==> src/rtl/rf_access_ctrl.sv <==
// Access controller for a 16 x 16-bit register file: decodes pipeline reads/writes into one-hot
// strobes and arbitrates write port and read port 2 with a debug requester (starvation-bounded).
module rf_access_ctrl #(
  parameter int unsigned NREG         = 16,
  parameter int unsigned STARVE_LIMIT = 4
) (
  input  logic            clk,
  input  logic            rst,
  // pipeline side
  input  logic            pipe_re1,
  input  logic            pipe_re2,
  input  logic [3:0]      pipe_ra1,
  input  logic [3:0]      pipe_ra2,
  input  logic            pipe_we,
  input  logic [3:0]      pipe_wa,
  input  logic [15:0]     pipe_wd,
  input  logic [1:0]      pipe_wmode,
  output logic            pipe_stall,
  // debug side
  input  logic            dbg_req,
  input  logic            dbg_we,
  input  logic [3:0]      dbg_addr,
  input  logic [15:0]     dbg_wd,
  output logic            dbg_gnt,
  output logic [15:0]     dbg_rdata,
  output logic            dbg_rvalid,
  // register file side
  output logic [NREG-1:0] rf_re1,
  output logic [NREG-1:0] rf_re2,
  output logic [NREG-1:0] rf_we,
  output logic [15:0]     rf_wd,
  output logic [15:0]     rf_bytesel,
  input  logic [15:0]     rf_bl2
);

  localparam logic [3:0] Limit = 4'(STARVE_LIMIT);

  typedef enum logic [1:0] {
    StIdle  = 2'd0,
    StWait  = 2'd1,
    StForce = 2'd2
  } state_e;

  state_e      state_q, state_d;
  logic [3:0]  cnt_q, cnt_d;
  logic [15:0] dbg_rdata_q;
  logic        dbg_rvalid_q;

  logic        force_st;
  logic        dbg_ok;
  logic        gnt;
  logic        dbg_rd_gnt;
  logic        dbg_wr_gnt;
  logic        do_wr;
  logic [3:0]  wa;

  function automatic logic [NREG-1:0] onehot(input logic [3:0] a);
    logic [NREG-1:0] v;
    v    = '0;
    v[a] = 1'b1;
    return v;
  endfunction

  // Grant evaluation: debug write needs the write port, debug read needs read port 2.
  always_comb begin
    force_st   = (state_q == StForce);
    dbg_ok     = dbg_we ? !pipe_we : !pipe_re2;
    gnt        = rst && dbg_req && (dbg_ok || force_st);
    dbg_rd_gnt = gnt && !dbg_we;
    dbg_wr_gnt = gnt && dbg_we;
  end

  always_comb begin
    state_d = state_q;
    cnt_d   = cnt_q;
    unique case (state_q)
      StIdle: begin
        if (dbg_req && !dbg_ok) begin
          cnt_d   = 4'd1;
          state_d = (cnt_d >= Limit) ? StForce : StWait;
        end
      end
      StWait: begin
        if (!dbg_req || dbg_ok) begin
          state_d = StIdle;
          cnt_d   = 4'd0;
        end else begin
          cnt_d = cnt_q + 4'd1;
          if (cnt_d >= Limit) begin
            state_d = StForce;
          end
        end
      end
      StForce: begin
        state_d = StIdle;
        cnt_d   = 4'd0;
      end
      default: begin
        state_d = StIdle;
        cnt_d   = 4'd0;
      end
    endcase
  end

  // Strobe decode; the debug access, when granted, displaces only the pipeline port it needs.
  always_comb begin
    rf_re1     = '0;
    rf_re2     = '0;
    rf_we      = '0;
    rf_wd      = '0;
    rf_bytesel = '0;
    do_wr      = 1'b0;
    wa         = pipe_wa;
    if (rst) begin
      if (pipe_re1) begin
        rf_re1 = onehot(pipe_ra1);
      end
      if (dbg_rd_gnt) begin
        rf_re2 = onehot(dbg_addr);
      end else if (pipe_re2) begin
        rf_re2 = onehot(pipe_ra2);
      end
      if (dbg_wr_gnt) begin
        do_wr      = 1'b1;
        wa         = dbg_addr;
        rf_wd      = dbg_wd;
        rf_bytesel = 16'hFFFF;
      end else begin
        do_wr = pipe_we;
        rf_wd = pipe_wd;
        unique case (pipe_wmode)
          2'd1:    rf_bytesel = 16'h00FF;
          2'd2:    rf_bytesel = 16'hFF00;
          default: rf_bytesel = 16'hFFFF;
        endcase
      end
      // R0 is hard-wired to zero, so its write enable never fires.
      if (do_wr && (wa != 4'd0)) begin
        rf_we = onehot(wa);
      end
    end
  end

  always_ff @(posedge clk or negedge rst) begin
    if (!rst) begin
      state_q      <= StIdle;
      cnt_q        <= 4'd0;
      dbg_rdata_q  <= 16'h0000;
      dbg_rvalid_q <= 1'b0;
    end else begin
      state_q      <= state_d;
      cnt_q        <= cnt_d;
      dbg_rvalid_q <= dbg_rd_gnt;
      if (dbg_rd_gnt) begin
        dbg_rdata_q <= rf_bl2;
      end
    end
  end

  assign pipe_stall = force_st;
  assign dbg_gnt    = gnt;
  assign dbg_rdata  = dbg_rdata_q;
  assign dbg_rvalid = dbg_rvalid_q;

endmodule

==> config.mk <==
export PLATFORM = sky130hd
export DESIGN_NAME = rf_access_ctrl
export DESIGN_NICKNAME = d
export VERILOG_FILES = /design/src/rtl/rf_access_ctrl.sv
export SDC_FILE = /design/constraint.sdc
export NUM_CORES = 1
export LEC_CHECK = 0
export BUFFER_PORTS_ARGS = -buffer_cell sky130_fd_sc_hd__buf_2
export CAP_MARGIN = 20
export CORE_ASPECT_RATIO = 1.5
export CORE_UTILIZATION = 43
export CTS_CLUSTER_SIZE = 8
export DETAILED_ROUTE_END_ITERATION = 12
export PLACE_DENSITY = 0.83
export SKIP_CTS_REPAIR_TIMING = 1
export SLEW_MARGIN = 10
export SYNTH_ARGS = -nofsm -noshare
export SYNTH_HDL_FRONTEND = slang
export SYNTH_SLANG_ARGS = --single-unit
==> constraint.sdc <==
create_clock -name clk -period 4 [get_ports clk]
set_input_delay 0.2 -clock clk [delete_from_list [all_inputs] [get_ports clk]]
set_output_delay 0.2 -clock clk [all_outputs]
set_load 0.02 [all_outputs]
==> flow_summary.ini <==
[global_routing]
grt_usage_pct = 22.62
gr-total-overflow = 0
antenna_found_initial = 0
grt_max_degree = 33
grt_pass1_vias = 2170
grt_pass1_wl_um = 9480

[clocking]
clock-sinks = 23
clockBufferDepth = 2
cts_made_buffers = 3
clkSlewWorstSetupHoldPaths_ps = 70
htreeDepth = 1
root_buffer = clkbuf_8
cts_tree = yes
clk-insertion-delay-late_ps = 260

[timing]
hold_viol_final = 0
rsz0062_at_grt = no
fin_ws_ps = 1118
max_freq_mhz = 347.0
fin_skew_ps = 1.369
finalSetupTns_ps = 0
fin_crit_sh_pct = 72.04
tightest_slew_ps = 706.0
whs_ps = 170.2
slew_viol_final = 0
setup_viol = 0
slew_headroom_pct = 52.93
min_period_ps = 2882

[finish]
stdcell_count = 505
fin_util_pct = 61.99
n_antenna_cell = 0
drive_gt1_share_pct = 44.87
design_area_um2 = 3005
num-nets-final = 514
layout-area-overhead-vs-synth_pct = 37.57

[placed_design]
gp_congestion = 0.8810
dpl.hpwl_um = 5248
postPlaceCellArea_um2 = 2939
io_buffer_count = 170
dpl_worst_slack_ps = 1528
dp.cells = 499

[detailed_routing]
drc_errors = 0
dr.pass1.iters = 5
wl_per_cell_um = 13.07
routed_wl_um = 6599
antenna_left = 0
drt_iter0_markers = 111
vias = 2676
vias_per_cell = 5.299

[yosys]
synthDistinctLibCells = 39
netlist_area_um2 = 2185
ys_async_sr_fraction_pct = 100.0
yosys_warnings = 0
synthTopCellsByCount = 47 x nand2_1, 37 x a21oi_1, 23 x dfrtp_1
yosysSeqAreaShare_pct = 26.35
synth_largest_area_cell = dfrtp_1
syn_nets = 368
synth_ff_type = dfrtp_1
syn-instance-count = 294
syn_area_per_cell_um2 = 7.431
synth_edf_count = 0
synth_most_common_cell = nand2_1
yosys-top-cells-area = dfrtp_1 26%, mux2_2 8.8%, a21oi_1 8.5%
synth_seq_cells = 23
yosysTopAreaCellShare_pct = 26.35

[min_path]
hold_path.startpoint = rf_bl2[12]
hold_path_class = input pin to register

[floorplan]
placementRows = 31
die_area_um2 = 5375
die_h_um = 89.30
coreArea_um2 = 4848
die_x_um = 60.20
start_util_pct = 45.06
num_io_pins = 172

[pwr]
power_density_nw_per_um2 = 246.1
max-vdd-ir-drop_uv = 255.8
finalPower_uw = 739.7
leakage_nw = 1.563

[setup_path]
path_max_fanout = 32
worst-setup-path-type = input pin to primary output
worstPathArrival_ps = 2680
reg2reg_from = state_q[0]
slowest_stage = a211o_1
worst_path_most_repeated_cell = buf_2
reg2reg_slack_ps = 1860
critPathCaptureType = primary output
required_ps = 3800
startpoint_type = input pin
worstPathCellList = dlygate4sd3_1, buf_2, nand2_1, a211o_1, buf_4, o41ai_1, buf_2
worst_path_largest_cell_delay_ps = 560
cp-startpoint = rst

[status]
status = finished clean

[job]
maxCapViolCount = 0
## worst max-delay path: cells and delay by family
family / cells / cell delay [ps]
AND/OR/NAND/NOR: 1 / 110
buffers and inverters: 4 / 1350
AO/OA/AOI/OAI: 2 / 1000
## logic make-up (layout without fill, tap and decap cells)
family / after synthesis / after routing / share of synthesized area (%)
AND/OR/NAND/NOR: 151 / 151 / 35.97
other: 1 / 1 / 0.1717
XOR/XNOR: 2 / 2 / 0.8020
flip-flops: 23 / 23 / 26.35
adder cells (fa/ha/maj): 1 / 1 / 0.5726
AO/OA/AOI/OAI: 60 / 60 / 16.84
buffers and inverters: 38 / 183 / 10.08
multiplexers: 18 / 18 / 9.221
## where the power goes
part           total, mW  switching [mW]  internal [mW]
logic              0.311           0.189          0.121
clock network      0.135          0.0646         0.0709
registers          0.294          0.0215          0.272
total              0.740           0.275          0.464
## routing by layer
metal	global-route usage (%)	wire, um
met1	24.86	2495
met2	41.06	3320
met3	4.631	667
met4	9.302	116
met5	0	0
## area by class of cell
cell class / instances / area [um2]
Multi-Input combinational cell: 233 / 1393
Inverter: 4 / 15.01
Tap cell: 66 / 82.58
Fill cell: 444 / 1843
Timing Repair Buffer: 175 / 894.6
Sequential cell: 23 / 575.6
Clock buffer: 4 / 45.04
## final timing paths
path | end | depth (start not counted)
worst min-delay path | dbg_rdata[12] | 2
min in group asynchronous | cnt_q[3] | 2
worst min register to register | dbg_rdata[0] | 1
worst max register to register | dbg_rdata[4] | 4
max in group asynchronous | dbg_rdata[13] | 3
worst max-delay path | rf_re2[4] | 7
## sequential cells by signal (all words and copies together), names as in the netlist
signal      cells
dbg_rdata      16
cnt_q           4
state_q         2
dbg_rvalid      1
## cells in the final DEF, fill, tap and decap left out, drive strengths merged
cell | netlist | routed
and2 | 1 | 1
or4 | 12 | 12
a21o | 2 | 2
and3b | 1 | 1
nand2 | 47 | 47
xor2 | 1 | 1
nand3b | 5 | 5
a211o | 1 | 1
o221a | 1 | 1
o41ai | 4 | 4
nor3 | 6 | 6
nand4 | 1 | 1
inv | 3 | 3
dfrtp | 23 | 23
nor2b | 1 | 1
o31ai | 12 | 12
nand3 | 22 | 22
o31a | 1 | 1
mux2i | 1 | 1
clkbuf | 9 | 4
a21oi | 37 | 37
a31oi | 1 | 1
xnor2 | 1 | 1
dlygate4sd3 | 0 | 1
and3 | 2 | 2
ha | 1 | 1
a21boi | 1 | 1
or3 | 20 | 20
nand4b | 1 | 1
nor2 | 17 | 17
nand2b | 13 | 13
conb | 1 | 1
buf | 25 | 174
mux2 | 17 | 17
clkinv | 1 | 1
nor3b | 2 | 2
Note: power is estimated with default switching activity, not from simulation.
